===== config.mk =====
export PLATFORM = sky130hd
export DESIGN_NAME = mul_ctrl
export DESIGN_NICKNAME = d
export VERILOG_FILES = /design/src/rtl/mul_pkg.sv /design/src/rtl/mul_result_cache.sv /design/src/rtl/mul_ctrl.sv
export SDC_FILE = /design/constraint.sdc
export NUM_CORES = 1
export LEC_CHECK = 0
export CAP_MARGIN = 10
export CORE_UTILIZATION = 30
export DETAILED_ROUTE_END_ITERATION = 16
export HOLD_SLACK_MARGIN = 0.12
export PLACE_DENSITY = 0.65
export SYNTH_ARGS = -nofsm -noshare
export SYNTH_HDL_FRONTEND = slang
export SYNTH_SLANG_ARGS = --single-unit

===== constraint.sdc =====
create_clock -name clock -period 3.4 [get_ports clock]
set_input_delay 0.34 -clock clock [delete_from_list [all_inputs] [get_ports clock]]
set_output_delay 0.34 -clock clock [all_outputs]
set_load 0.05 [all_outputs]

===== src/rtl/mul_pkg.sv =====
// Shared types and helpers for the M-extension multiply controller.
package mul_pkg;

  // RV32M multiply opcodes as presented by the dispatch stage
  typedef enum logic [1:0] {
    OP_MUL    = 2'b00,
    OP_MULH   = 2'b01,
    OP_MULHSU = 2'b10,
    OP_MULHU  = 2'b11
  } mul_op_e;

  // Controller sequencing states
  typedef enum logic [1:0] {
    ST_IDLE  = 2'b00,
    ST_ISSUE = 2'b01,
    ST_WAIT  = 2'b10,
    ST_RESP  = 2'b11
  } mul_state_e;

  // Operand signedness for the multiplier: [1]=a signed, [0]=b signed
  function automatic logic [1:0] sign_map(input mul_op_e op);
    logic [1:0] s;
    case (op)
      OP_MUL, OP_MULH: s = 2'b11;
      OP_MULHSU:       s = 2'b10;
      default:         s = 2'b00;
    endcase
    return s;
  endfunction

  // MUL takes the low word; every high-half op takes the upper word
  function automatic logic [31:0] half_sel(input mul_op_e op, input logic [63:0] prod);
    return (op == OP_MUL) ? prod[31:0] : prod[63:32];
  endfunction

endpackage


===== src/rtl/mul_result_cache.sv =====
// One-entry operand/product cache so a MULH/MUL pair on the same operands
// only runs the multiplier once.
module mul_result_cache
  import mul_pkg::*;
#(
  parameter bit CACHE_EN = 1'b1
) (
  input  logic        clock,
  input  logic        reset,
  input  logic [31:0] lookup_a,
  input  logic [31:0] lookup_b,
  input  logic [1:0]  lookup_sign,
  input  mul_op_e     lookup_op,
  output logic        hit,
  output logic [63:0] hit_prod,
  input  logic        wr_en,
  input  logic [31:0] wr_a,
  input  logic [31:0] wr_b,
  input  logic [1:0]  wr_sign,
  input  logic [63:0] wr_prod
);

  logic        valid_q;
  logic [31:0] key_a_q;
  logic [31:0] key_b_q;
  logic [1:0]  key_sign_q;
  logic [63:0] prod_q;

  // Capture a fresh product; the entry is only ever cleared by reset
  always_ff @(posedge clock) begin
    if (reset) begin
      valid_q    <= 1'b0;
      key_a_q    <= '0;
      key_b_q    <= '0;
      key_sign_q <= '0;
      prod_q     <= '0;
    end else if (wr_en) begin
      valid_q    <= 1'b1;
      key_a_q    <= wr_a;
      key_b_q    <= wr_b;
      key_sign_q <= wr_sign;
      prod_q     <= wr_prod;
    end
  end

  // The low word is sign-independent, so MUL may reuse any cached product;
  // high-half ops need the exact signedness that produced the entry.
  always_comb begin
    hit = CACHE_EN && valid_q && (lookup_a == key_a_q) && (lookup_b == key_b_q)
          && ((lookup_op == OP_MUL) || (lookup_sign == key_sign_q));
    hit_prod = prod_q;
  end

endmodule


===== src/rtl/mul_ctrl.sv =====
// Sequencing controller between M-extension dispatch and the iterative
// multiplier: sign decode, zero shortcut, product reuse and flush handling.
module mul_ctrl
  import mul_pkg::*;
#(
  parameter bit CACHE_EN    = 1'b1,
  parameter bit ZERO_BYPASS = 1'b1
) (
  input  logic        clock,
  input  logic        reset,
  input  logic        flush,
  input  logic        in_valid,
  output logic        in_ready,
  input  logic [1:0]  in_op,
  input  logic [31:0] in_a,
  input  logic [31:0] in_b,
  output logic        out_valid,
  input  logic        out_ready,
  output logic [31:0] out_result,
  output logic        mul_in_valid,
  input  logic        mul_in_ready,
  output logic [1:0]  mul_in_sign,
  output logic [31:0] mul_in_a,
  output logic [31:0] mul_in_b,
  input  logic        mul_out_valid,
  output logic        mul_out_ready,
  input  logic [63:0] mul_out_prod,
  output logic        mul_flush
);

  mul_state_e  state_q;
  mul_op_e     op_q;
  logic [31:0] a_q;
  logic [31:0] b_q;
  logic [1:0]  sign_q;
  logic [31:0] result_q;

  mul_op_e     in_op_e;
  logic [1:0]  in_sign;
  logic        zero_hit;
  logic        cache_hit;
  logic [63:0] cache_prod;
  logic        cache_wr;

  // Decode of the incoming request used for the accept-cycle decisions
  always_comb begin
    in_op_e  = mul_op_e'(in_op);
    in_sign  = sign_map(in_op_e);
    zero_hit = ZERO_BYPASS && ((in_a == 32'd0) || (in_b == 32'd0));
    cache_wr = (state_q == ST_WAIT) && mul_out_valid && !flush;
  end

  mul_result_cache #(
    .CACHE_EN(CACHE_EN)
  ) u_cache (
    .clock      (clock),
    .reset      (reset),
    .lookup_a   (in_a),
    .lookup_b   (in_b),
    .lookup_sign(in_sign),
    .lookup_op  (in_op_e),
    .hit        (cache_hit),
    .hit_prod   (cache_prod),
    .wr_en      (cache_wr),
    .wr_a       (a_q),
    .wr_b       (b_q),
    .wr_sign    (sign_q),
    .wr_prod    (mul_out_prod)
  );

  // Main sequencer: one request in flight, flush always returns to IDLE
  always_ff @(posedge clock) begin
    if (reset) begin
      state_q  <= ST_IDLE;
      op_q     <= OP_MUL;
      a_q      <= '0;
      b_q      <= '0;
      sign_q   <= '0;
      result_q <= '0;
    end else if (flush) begin
      state_q <= ST_IDLE;
    end else begin
      case (state_q)
        ST_IDLE: begin
          if (in_valid) begin
            op_q   <= in_op_e;
            a_q    <= in_a;
            b_q    <= in_b;
            sign_q <= in_sign;
            if (zero_hit) begin
              result_q <= 32'd0;
              state_q  <= ST_RESP;
            end else if (cache_hit) begin
              result_q <= half_sel(in_op_e, cache_prod);
              state_q  <= ST_RESP;
            end else begin
              state_q <= ST_ISSUE;
            end
          end
        end
        ST_ISSUE: begin
          if (mul_in_ready) state_q <= ST_WAIT;
        end
        ST_WAIT: begin
          if (mul_out_valid) begin
            result_q <= half_sel(op_q, mul_out_prod);
            state_q  <= ST_RESP;
          end
        end
        default: begin
          if (out_ready) state_q <= ST_IDLE;
        end
      endcase
    end
  end

  // Handshake outputs decoded from state; flush only masks or forwards
  always_comb begin
    in_ready      = (state_q == ST_IDLE) && !flush;
    out_valid     = (state_q == ST_RESP) && !flush;
    out_result    = result_q;
    mul_in_valid  = (state_q == ST_ISSUE);
    mul_in_sign   = sign_q;
    mul_in_a      = a_q;
    mul_in_b      = b_q;
    mul_out_ready = (state_q == ST_WAIT);
    mul_flush     = flush && ((state_q == ST_ISSUE) || (state_q == ST_WAIT));
  end

endmodule

Word level (Yosys, flattened, before mapping). Index checks and enable logic that the tools add are counted.

Equal/unequal tests: 12. Multiplexer cells: 15. Bitwise operators: 1. Reduce and logical (&&, ||, !) cells: 24.

Operator list (count): 32-bit two-way mux (6); 32-bit == test (2); 32-bit zero test (2); 32-bit case mux with 2 select lines (1); 2-bit two-way mux (6); 1-bit logical AND (8); 2-bit == test (second input constant) (3); 2-bit zero test (3); 2-bit case mux with 3 select lines (1); 5-bit AND reduction (1); 2-bit by 1-bit == test with 1-bit output (second input constant) (2); 2-bit inequality test (second input constant) (2); 2-bit case mux with 2 select lines (1); 4-bit AND reduction (1); 4-bit nonzero test (1); 2-bit OR reduction (2); 1-bit logical OR (3); 3-bit inequality test (second input constant) (1); 3-bit AND reduction (1); 2-bit == test (1); 2-bit by 1-bit inequality test with 1-bit output (second input constant) (1); 2-bit nonzero test (1); 1-bit zero test (1); 1-bit NOT (1).

Register bits: 233. Input port bits: 137. Output and inout bits: 103. Word-level logic and storage cells: 63.

Longest topological paths before layout. Gate-level depths: netlist (run 1).

Depth after elaboration: 10. Depth in mapped cells: 10. Mapped depth without buffers: 8.

Cells and area by module. Synthesis (run 1) repeated with hierarchy kept, for this count alone.

Cells, all modules: 1181. Area, all modules: 10729.0 um^2.

By module, submodules not included: mul_result_cache (instances 1, cells each 536, area an instance 5386.4 um^2, sequential area each 2622.5 um^2); mul_ctrl (instances 1, cells each 645, area an instance 5342.6 um^2, sequential area each 2042.0 um^2).

Worst setup path before layout (run 1). No wires, ideal clock.

Path type: register to register. Start: reg state_q[0]. End: reg b_q[10] (netlist: mul_in_b[10]). Library setup time: 70 ps. Arrival: 2547 ps. Path slack: 782 ps. Cell stages (with the launch flop): 11. Clock period less this slack: 2618 ps. Path through: dfxtp_1 > inv_1 > ha_1 > inv_1 > nor2_1 > and2_1 > clkbuf_1 > clkbuf_1 > buf_1 > nand2_1 > a21oi_1.

Word-level cells in the longest chain between the ends: 2.

Ends and longest elaborated chain: from (decl) (line mul_ctrl.sv:31) `mul_state_e state_q;`; from (signal assigned) (line mul_ctrl.sv:74) `state_q <= ST_IDLE;`; from (signal assigned) (line mul_ctrl.sv:81) `state_q <= ST_IDLE;`; from (signal assigned) (line mul_ctrl.sv:92) `state_q <= ST_RESP;`; 2-bit zero test (line mul_ctrl.sv:83) `case (state_q)`; 3-bit AND reduction (no source line); to (signal assigned) (line mul_ctrl.sv:88) `b_q <= in_b;`; to (decl) (line mul_ctrl.sv:34) `logic [31:0] b_q;`.

No other way between the ends. A chain may end at the register's enable or synchronous reset.

Final worst setup path (run 1).
Start: reg state_q[1]. End: out in_ready.

Word-level cells in the longest chain between the ends: 2.

Ends and longest elaborated chain: 2-bit zero test (line mul_ctrl.sv:119) `in_ready = (state_q == ST_IDLE) && !flush;`; 1-bit logical AND (line mul_ctrl.sv:119); to (decl) (line mul_ctrl.sv:13) `output logic in_ready,`.

No other way between the ends.

==> results of run 1 <==
[metal layers]
metal  vias to the layer above  global-route usage  wire, um
met1                      4453               0.255     15300
met2                       330               0.300     15200
met3                        46              0.0371      2420
met4                         2              0.0467       799
li1                       4660                   -         -
met5                         -                   0        13
[power groups by stage]
stage / clock [mW] / combinational (mW) / sequential [mW]
finish: 3.01 / 0.978 / 2.84
floorplan: 0 / 0.344 / 3.07
global route: 3.19 / 1.04 / 2.85
detailed placement: 0 / 0.980 / 2.90
CTS: 3.08 / 0.984 / 2.84
global placement: 0 / 0.974 / 2.90
[cell families (layout without fill, tap and decap cells)]
family / after synthesis / in the layout / share of synthesized area
compound gates: 311 / 311 / 0.200
xor+xnor: 51 / 51 / 0.0437
fa+ha+maj: 5 / 5 / 0.00612
buf+inv: 105 / 326 / 0.0411
flops: 233 / 233 / 0.456
mux: 65 / 65 / 0.0636
simple gates: 473 / 473 / 0.189
[final cells by class]
class,count,area share
inverters,11,0.00293
multi-input cells,905,0.367
repair buffers,267,0.193
clock inverters,10,0.00969
clock buffers,38,0.0559
flip-flops and latches,233,0.331
well taps,448,0.0398
[through the flow]
stage	instances	setup slack, ns	hold WS, ns	utilization
2_1_floorplan	1243	0.782	0.436	-
3_3_place_gp	1864	0.307	0.441	0.392
3_5_place_dp	1864	0.266	0.446	0.392
4_1_cts	1912	0.554	0.349	0.420
5_1_grt	1912	0.472	0.386	0.420
6_report	1912	0.606	0.354	0.420
[worst max path at each step]
stage | start | endpoint | slack [ns] | cells after the start
2_1_floorplan | state_q[0] | mul_in_b[10] | 0.78 | 10
3_3_place_gp | in_a[23] | out_result[17] | 0.31 | 9
3_5_place_dp | in_a[23] | out_result[17] | 0.27 | 9
4_1_cts | state_q[1] | in_ready | 0.55 | 5
5_1_grt | state_q[0] | in_ready | 0.47 | 5
6_report | state_q[1] | in_ready | 0.61 | 5
[synth_stat cells, drive strengths merged]
library cell	number	share of area
o22a	33	0.028
nor2	13	0.0048
o311ai	1	0.0026
buf	9	0.0059
a211oi	1	0.00073
o2111a	1	0.0011
a22oi	1	0.00073
o22ai	1	0.00061
nand4	14	0.0086
o31ai	1	0.00073
a221oi	1	0.00086
o21ai	1	0.00049
o2111ai	4	0.0034
ha	5	0.0061
nor3	3	0.0015
xnor2	32	0.027
a2111o	1	0.0011
clkbuf	85	0.031
nor3b	2	0.0015
a221o	1	0.00098
or4	1	0.00073
nand2b	11	0.0067
nand2	395	0.14
dfxtp	233	0.46
mux2i	65	0.064
clkinv	1	0.00037
and2	2	0.0012
nand3b	1	0.00073
inv	10	0.0037
nand3	2	0.00098
nor4	23	0.014
xor2	19	0.016
nor2b	6	0.0037
a21oi	231	0.11
a311oi	33	0.045
[registers in the layout, summed over array words and instances, names as in the netlist]
name / flops
mul_in_sign: 2
out_result: 32
mul_in_b: 32
op_q: 2
mul_in_a: 32
u_cache.key_b_q: 32
u_cache.hit_prod: 64
u_cache.key_sign_q: 2
u_cache.valid_q: 1
state_q: 2
u_cache.key_a_q: 32
[critical path, delay by kind of cell, from the launching register on]
family | cells | cell delay, ns
buffers and inverters | 3 | 1.08
flip-flops | 1 | 0.35
adder cells (fa/ha/maj) | 1 | 0.30
AND/OR/NAND/NOR | 1 | 0.21
[cell usage in the layout (no fill, tap or decap), types with 23 or more instances in the layout]
master	instances
sky130_fd_sc_hd__xnor2_1	32
sky130_fd_sc_hd__clkbuf_16	27
sky130_fd_sc_hd__a21oi_1	231
sky130_fd_sc_hd__a311oi_2	28
sky130_fd_sc_hd__dfxtp_1	233
sky130_fd_sc_hd__clkdlybuf4s50_1	238
sky130_fd_sc_hd__o22a_1	33
sky130_fd_sc_hd__mux2i_1	65
sky130_fd_sc_hd__nand2_1	394
sky130_fd_sc_hd__nor4_1	23
==> key figures, run 1 <==
Route
  • DRC violations left: 0
  • Post-detailed-routing wire length: 33.8 mm
  • Routed wire length per instance: 17.7 um
  • Vias after detailed routing: 9491
  • Vias per std cell: 4.96
  • First-pass iteration count of the detailed router: 5
  • Antenna violation net count after detailed routing: 0
  • Initial drt markers: 635

Global route
  • Number of antenna violations at the first check in global routing: 1
  • Wire length of the first global-routing pass: 52.2 mm
  • Maximum number of pins on one net before global-route repair: 131
  • Via count of the first global-routing pass: 9078
  • Gr ovfl total: 0
  • Global-route total usage across every layer: 0.186

Timing
  • Actual transition at the worst max-transition pin: 0.855 ns
  • Share of the clock period used by the worst path after layout: 0.822
  • Final clock skew: 0.0266 ns
  • Final hold violation count: 0
  • Final period demand of the worst path: 2.79 ns
  • Final-layout setup total negative slack: 0 ns
  • RSZ-0062 raised after global routing: false
  • Final Max Tran Viols: 0
  • Highest clock rate: 0.358 GHz
  • Worst slew margin: 0.430
  • Final setup violation count: 0

Power and ir drop
  • Proportion of power drawn by combinational gates: 0.143
  • Sw Share: 0.265
  • Max IR drop VDD: 0.334 mV
  • Leakage power total: 4.76 nW
  • Clock group share of total power: 0.441
  • Power per cell area: 485 nW/um2
  • Seq pwr share: 0.416
  • Sw Pwr: 1.81 mW
  • Total design power: 6.83 mW
  • Internal Pwr Total: 5.01 mW

Worst setup path
  • Nature of the critical path startpoint: flip-flop
  • Critical Setup Path Class: flip-flop to output port
  • Reg2reg end: out_result[17]
  • Stage delay of the slowest cell on the critical path: 0.88 ns
  • CP endpoint kind: output port
  • Most used cell along the critical path: sky130_fd_sc_hd__inv_1
  • Arrival time worst endpoint: 2.45 ns
  • Crit path cell chain: inv_1 > ha_1 > inv_1 > nor2_1 > clkdlybuf4s50_1
  • Startpoint of the lowest-slack register-to-register path: u_cache.key_a_q[23]
  • R2R setup slack: 0.76 ns
  • Crit path required time: 3.06 ns
  • Master of the slowest instance on the critical path: sky130_fd_sc_hd__clkdlybuf4s50_1
  • R2r worst-path depth: 8
  • Crit Path Max Fanout: 5

Floorplan
  • Die boundary height: 187 um
  • Num rows: 67
  • Floorplan Core Area: 33500 um2
  • Total die area: 34800 um2
  • I/O pin count: 240
  • Die width: 187 um
  • Starting density of the core: 0.305

Final layout
  • Area added between synthesis and finish: 37.6%
  • Register area: 4660 um2
  • Total inserted antenna cells: 0
  • Nets@finish: 1587
  • Filler cell count: 3274
  • Post-layout instance area: 14100 um2
  • Area of the multi-input gates: 5170 um2
  • Ratio of cells with drive above 1 in the final layout: 0.0738

Hold path
  • Hold path startpoint: reset
  • Terminating pin of the worst hold path: u_cache.hit_prod[6]
  • Number of cells on the worst hold path: 2
  • Path type of the worst min-delay path: primary input to flip-flop

Clocking
  • Clock Path Buffers: 3
  • Post-CTS sizing: 0
  • # hold bufs at CTS: 0
  • Clock tree from TritonCTS: yes
  • H-Tree Depth: 1
  • Post-CTS setup buffer count: 0
  • Sinks on Clock Net: 233
  • Clock insertion delay at the later pin of the skew report: 0.54 ns
  • Root buffer cell: sky130_fd_sc_hd__clkbuf_16
  • Clock slew at reported path FFs: 0.06 ns
  • Total clock buffers created by CTS: 27

Logic synthesis
  • Sequential area share after synthesis: 0.456
  • Post-synthesis instance area: 10200 um2
  • Count of cell types in the netlist: 38
  • Number of storage elements in the synthesis netlist: 233
  • Post-Synthesis Cells: 1243
  • Syn Area/Cell: 8.23 um2
  • Number of warnings reported in the yosys synthesis log: 0
  • Nets in the synthesized netlist: 1385

Placement
  • Count of buffers from port buffering: 239
  • Dpl hpwl: 22.7 mm
  • Standard cell area after detailed placement: 13200 um2
  • Routability cong.: 0.859

Flow run
  • Number of max-cap violations: 0

Status
  • Status: finished, final reports clean
Power figures use the tool's default switching activity.
==> run 2, diff against run 1 <==
--- a/config.mk
+++ b/config.mk
@@ -9,7 +9,7 @@
 export CORE_UTILIZATION = 30
 export DETAILED_ROUTE_END_ITERATION = 16
 export HOLD_SLACK_MARGIN = 0.12
-export PLACE_DENSITY = 0.65
+export PLACE_DENSITY = 0.67
 export SYNTH_ARGS = -nofsm -noshare
 export SYNTH_HDL_FRONTEND = slang
 export SYNTH_SLANG_ARGS = --single-unit
==> constraint.sdc (replaced) <==
create_clock -name clock -period 2.4 [get_ports clock]
set_input_delay 0.24 -clock clock [delete_from_list [all_inputs] [get_ports clock]]
set_output_delay 0.24 -clock clock [all_outputs]
set_load 0.05 [all_outputs]
==> run 2 against run 1 <==
Against the previous run: wire length increased by 3.2%; register-to-register slack got worse by 0.72 ns; clock-buffer cell count increased by 2; global-route usage increased by 0.59 points; setup slack got worse by 0.59 ns; first-iteration DRC count decreased by 1.6%; critical path depth increased by 6; flip-flop and latch count unchanged; power increased by 43%; clock skew decreased by 0.0030 ns; core utilization increased by 2.0 points.
==> key figures, run 2 (synthesized netlist as in run 1, its figures left out) <==
Hold path
  • Number of cells on the worst hold path: 2
  • Path type of the worst min-delay path: primary input to flip-flop

Worst setup path
  • CP endpoint kind: flip-flop
  • Critical Setup Path Class: primary input to flip-flop
  • Arrival time worst endpoint: 2.83 ns
  • Nature of the critical path startpoint: primary input
  • R2r worst-path depth: 9
  • Crit Path Max Fanout: 7
  • Crit path required time: 2.84 ns

Clocking
  • Sinks on Clock Net: 233
  • Root buffer cell: sky130_fd_sc_hd__clkbuf_16
  • Clock Path Buffers: 3
  • Clock slew at reported path FFs: 0.06 ns
  • H-Tree Depth: 1
  • Clock tree from TritonCTS: yes
  • Total clock buffers created by CTS: 28
  • Clock insertion delay at the later pin of the skew report: 0.55 ns
  • # hold bufs at CTS: 0

Global route
  • Wire length of the first global-routing pass: 53.4 mm
  • Gr ovfl total: 0
  • Number of antenna violations at the first check in global routing: 5
  • Via count of the first global-routing pass: 9369
  • Global-route total usage across every layer: 0.192
  • Maximum number of pins on one net before global-route repair: 80

Timing
  • Final clock skew: 0.0235 ns
  • Share of the clock period used by the worst path after layout: 0.994
  • Final Max Tran Viols: 0
  • Final setup violation count: 0
  • Worst slew margin: 0.527
  • Actual transition at the worst max-transition pin: 0.707 ns
  • RSZ-0062 raised after global routing: true
  • Final-layout setup total negative slack: 0 ns
  • Final hold violation count: 0
  • Worst path setup slack after routing: 0.0144 ns
  • Final period demand of the worst path: 2.39 ns
  • Highest clock rate: 0.419 GHz

Floorplan
  • Die width: 187 um
  • Starting density of the core: 0.305
  • Floorplan Core Area: 33500 um2
  • Num rows: 67
  • I/O pin count: 240
  • Total die area: 34800 um2
  • Die boundary height: 187 um

Placement
  • Dpl hpwl: 23.3 mm
  • Post-placement setup slack: -0.502 ns
  • Count of buffers from port buffering: 239
  • Cell count after placement: 1916
  • Routability cong.: 0.856

Route
  • Vias after detailed routing: 9745
  • Initial drt markers: 625
  • DRC violations left: 0
  • Vias per std cell: 4.91
  • First-pass iteration count of the detailed router: 5
  • Antenna violation net count after detailed routing: 0
  • Post-detailed-routing wire length: 34.9 mm
  • Routed wire length per instance: 17.6 um

Final layout
  • Most common cell after layout, fill and taps aside: sky130_fd_sc_hd__nand2_1
  • Register area: 4670 um2
  • Filler cell count: 3243
  • Final core occ: 0.440
  • Area of the multi-input gates: 5210 um2
  • Filler-free cell count of the finished design: 1983
  • Nets@finish: 1651
  • Ratio of cells with drive above 1 in the final layout: 0.120
  • Max FFs per register: 64
  • Top library cells by usage in the layout, fill and taps aside: sky130_fd_sc_hd__nand2_1 (394), sky130_fd_sc_hd__clkdlybuf4s50_1 (234), sky130_fd_sc_hd__dfxtp_1 (232)
  • Area added between synthesis and finish: 44.3%

Flow run
  • Number of max-cap violations: 0

Power and ir drop
  • Leakage power total: 5.16 nW
  • Power per cell area: 661 nW/um2
  • Max IR drop VDD: 0.507 mV

Status
  • Status: finished, final reports clean
-- run 2: cell types whose count changed in the layout (fill, tap and decap cells not counted), sizes merged --
cell / delta
clkinv: +4
clkdlybuf4s50: -4
bufinv: -1
clkbuf: +6
inv: -1
diode: +4
buf: +62
dlymetal6s2s: +1
-- run 2: final timing paths --
check | endpoint | start | slack (ns)
setup / recovery | out_result[15] | in_a[4] | 0.01
hold reg to reg | u_cache.hit_prod[56] | u_cache.hit_prod[56] | 0.45
hold / removal | mul_in_a[2] | reset | 0.25
setup reg to reg | out_result[15] | u_cache.key_a_q[23] | 0.04
-- run 2: power breakdown --
group,switching [mW],total (mW),internal (mW)
Combinational,0.878,1.53,0.655
Sequential,0.0673,4.02,3.95
Clock,1.68,4.19,2.52
-- run 2: worst max-delay path, cell delays in order --
cell	delay (ns)
sky130_fd_sc_hd__clkdlybuf4s50_1	0.42
sky130_fd_sc_hd__buf_4	0.14
sky130_fd_sc_hd__nor4_1	0.52
sky130_fd_sc_hd__buf_4	0.20
sky130_fd_sc_hd__nand4_1	0.14
sky130_fd_sc_hd__o22a_1	0.33
sky130_fd_sc_hd__o311ai_4	0.13
sky130_fd_sc_hd__buf_6	0.20
sky130_fd_sc_hd__buf_12	0.14
sky130_fd_sc_hd__a21oi_1	0.09
sky130_fd_sc_hd__a311oi_2	0.26
-- run 2: layout make-up --
class                           instances  share of cell area
Multi-Input combinational cell        905               0.353
Sequential cell                       233               0.316
Timing Repair Buffer                  330               0.227
Clock buffer                           40              0.0539
Tap cell                              448              0.0380
Clock inverter                         12             0.00848
Inverter                               11             0.00280
Antenna cell                            4            0.000678
-- run 2: what timing repair did --
action                                  4_1_cts  5_1_grt
setup buffers                                 2        3
resized for setup                             4       10
endpoints found under the setup margin       32       34
hold endpoints to repair                      0        0
cloned                                        3        3
pin swaps                                     8       14
-- run 2: through the flow --
step	power [mW]	area, um2	hold WS, ns
5_1_grt	10.1	14700	0.282
6_report	9.75	14800	0.252
3_3_place_gp	5.54	13600	0.441
2_1_floorplan	4.84	10200	0.350
4_1_cts	9.83	14600	0.260
3_5_place_dp	5.56	13600	0.446
-- run 2: per-layer routing --
| metal | part of all wire | vias up | track usage | wire (um) |
|---|---|---|---|---|
| met2 | 0.47 | 376 | 0.317 | 16300 |
| li1 | - | 4808 | - | - |
| met3 | 0.084 | 49 | 0.0481 | 2930 |
| met1 | 0.42 | 4510 | 0.247 | 14700 |
| met5 | 0.00037 | - | 0 | 13 |
| met4 | 0.027 | 2 | 0.0552 | 931 |
==> run 3, diff against run 2 <==
--- a/config.mk
+++ b/config.mk
@@ -10,6 +10,7 @@
 export DETAILED_ROUTE_END_ITERATION = 16
 export HOLD_SLACK_MARGIN = 0.12
 export PLACE_DENSITY = 0.67
+export SKIP_CTS_REPAIR_TIMING = 1
 export SYNTH_ARGS = -nofsm -noshare
 export SYNTH_HDL_FRONTEND = slang
 export SYNTH_SLANG_ARGS = --single-unit
==> constraint.sdc (replaced) <==
create_clock -name clock -period 2.4 [get_ports clock]
set_input_delay 0.72 -clock clock [delete_from_list [all_inputs] [get_ports clock]]
set_output_delay 0.72 -clock clock [all_outputs]
set_load 0.05 [all_outputs]
==> run 3 against run 2 <==
Against the previous run: global-route usage is 0.15 points lower; combinational power up 5%; sequential share of layout area decreased by 2.1 points; via count increased by 4.3%; largest cell class unchanged; worst hold slack better by 0.18 ns; non-clock buffer count up 39; power grew 1.7%; flip-flop and latch count stayed put; register-to-register slack barely moved; clock-buffer cell count is 7 lower; clock skew is 0.017 ns higher; fmax increased by 0.62%; critical path type is now flip-flop to flip-flop.
==> key figures, run 3 (synthesized netlist as in run 1, its figures left out) <==
Global route
  • Wire length of the first global-routing pass: 53.4 mm
  • Global-route total usage across every layer: 0.191
  • Gr ovfl total: 0
  • Number of antenna violations at the first check in global routing: 5
  • Via count of the first global-routing pass: 9720
  • Maximum number of pins on one net before global-route repair: 67

Worst setup path
  • Nature of the critical path startpoint: flip-flop
  • Critical Setup Path Class: flip-flop to flip-flop
  • Crit Path Max Fanout: 7
  • CP endpoint kind: flip-flop
  • Crit path required time: 2.84 ns
  • Arrival time worst endpoint: 2.81 ns

Power and ir drop
  • Max IR drop VDD: 0.522 mV
  • Total design power: 9.92 mW
  • Leakage power total: 7.52 nW
  • Power per cell area: 626 nW/um2

Final layout
  • Area of the multi-input gates: 5590 um2
  • Area added between synthesis and finish: 55.0%
  • Filler cell count: 3075
  • Register area: 4670 um2
  • Ratio of cells with drive above 1 in the final layout: 0.191
  • Max FFs per register: 64
  • Most common cell after layout, fill and taps aside: sky130_fd_sc_hd__nand2_1
  • Top library cells by usage in the layout, fill and taps aside: sky130_fd_sc_hd__nand2_1 (394), sky130_fd_sc_hd__a21oi_1 (229), sky130_fd_sc_hd__dfxtp_1 (228)
  • Nets@finish: 1689
  • Post-layout instance area: 15800 um2

Route
  • Post-detailed-routing wire length: 35.8 mm
  • Vias per std cell: 5.04
  • Vias after detailed routing: 10200
  • Antenna violation net count after detailed routing: 0
  • Routed wire length per instance: 17.8 um
  • First-pass iteration count of the detailed router: 5
  • DRC violations left: 0
  • Initial drt markers: 578

Timing
  • Final setup violation count: 0
  • Worst slew margin: 0.605
  • RSZ-0062 raised after global routing: true
  • Final clock skew: 0.0407 ns
  • Worst path setup slack after routing: 0.0292 ns
  • Hold WS: 0.435 ns
  • Final hold violation count: 0
  • Actual transition at the worst max-transition pin: 0.591 ns
  • Final period demand of the worst path: 2.37 ns
  • Highest clock rate: 0.422 GHz
  • Share of the clock period used by the worst path after layout: 0.988
  • Final Max Tran Viols: 0

Status
  • Status: finished, final reports clean

Floorplan
  • Total die area: 34800 um2
  • Starting density of the core: 0.305
  • I/O pin count: 240
  • Floorplan Core Area: 33500 um2
  • Die width: 187 um
  • Num rows: 67
  • Die boundary height: 187 um

Clocking
  • Total clock buffers created by CTS: 27
  • Clock slew at reported path FFs: 0.06 ns
  • H-Tree Depth: 1
  • Clock insertion delay at the later pin of the skew report: 0.56 ns
  • Sinks on Clock Net: 233
  • Clock Path Buffers: 3
  • Clock tree from TritonCTS: yes
  • Root buffer cell: sky130_fd_sc_hd__clkbuf_16

Placement
  • Dpl hpwl: 24.5 mm
  • Count of buffers from port buffering: 239
  • Routability cong.: 0.848
  • Standard cell area after detailed placement: 13900 um2
  • Post-placement setup slack: -0.989 ns

Flow run
  • Number of max-cap violations: 0

Hold path
  • Path type of the worst min-delay path: flip-flop to flip-flop
run 3: cell count changes in the layout (fill, tap and decap cells not counted), moves of 11 or more:
cell / change
sky130_fd_sc_hd__dlymetal6s2s_1: +143
sky130_fd_sc_hd__xnor2_1: -19
sky130_fd_sc_hd__nor4_1: -16
sky130_fd_sc_hd__xnor2_2: +19
sky130_fd_sc_hd__buf_4: +51
sky130_fd_sc_hd__clkdlybuf4s50_1: -165
sky130_fd_sc_hd__buf_12: +11
sky130_fd_sc_hd__nor4_2: +12
run 3: path summary, 6_finish.rpt:
path / start / slack (ns) / endpoint / cells past startpoint
max: u_cache.key_b_q[8] / 0.03 / out_result[0] / 9
min: mul_in_a[31] / 0.43 / u_cache.key_a_q[31] / 2
max reg2reg: u_cache.key_b_q[8] / 0.03 / out_result[0] / 9
min reg2reg: mul_in_a[31] / 0.43 / u_cache.key_a_q[31] / 2
run 3: metal layers:
| metal | vias up | share of wire | routed length (um) | global-route usage |
|---|---|---|---|---|
| met5 | - | 0.0011 | 39 | 0 |
| met4 | 6 | 0.031 | 1100 | 0.0659 |
| met3 | 74 | 0.077 | 2750 | 0.0427 |
| met2 | 375 | 0.48 | 17100 | 0.317 |
| met1 | 4826 | 0.41 | 14800 | 0.243 |
| li1 | 4879 | - | - | - |
run 3: per-stage QoR:
stage | TNS [ns] | cells | util
3_5_place_dp | -30.83 | 1949 | 0.415
6_report | 0 | 2017 | 0.473
5_1_grt | -0.0988 | 2016 | 0.473
3_3_place_gp | -30.81 | 1949 | 0.415
2_1_floorplan | -2.58 | 1243 | -
4_1_cts | -18.38 | 1999 | 0.443
run 3: cell type report:
cell class,count,share of cell area
Timing Repair Buffer,369,0.256
Clock buffer,33,0.0447
Antenna cell,1,0.000158
Clock inverter,17,0.0140
Inverter,11,0.00261
Tap cell,448,0.0354
Sequential cell,233,0.295
Multi-Input combinational cell,905,0.353
run 3: worst max-delay path, cell delays in order, from the launching register on:
cell and delay [ns]:
sky130_fd_sc_hd__dfxtp_1 0.33, sky130_fd_sc_hd__xnor2_2 0.19, sky130_fd_sc_hd__nand4_1 0.17, sky130_fd_sc_hd__nor4_2 0.30, sky130_fd_sc_hd__nand4_1 0.21, sky130_fd_sc_hd__o311ai_4 0.36, sky130_fd_sc_hd__buf_12 0.20, sky130_fd_sc_hd__clkbuf_16 0.16
sky130_fd_sc_hd__a21oi_1 0.06, sky130_fd_sc_hd__a311oi_1 0.26
run 3: power breakdown:
group | internal (mW) | leakage [nW] | switching (mW)
clock network | 2.56 | 0.445 | 1.73
registers | 3.95 | 1.89 | 0.0692
logic | 0.694 | 5.19 | 0.910
total | 7.21 | 7.52 | 2.71
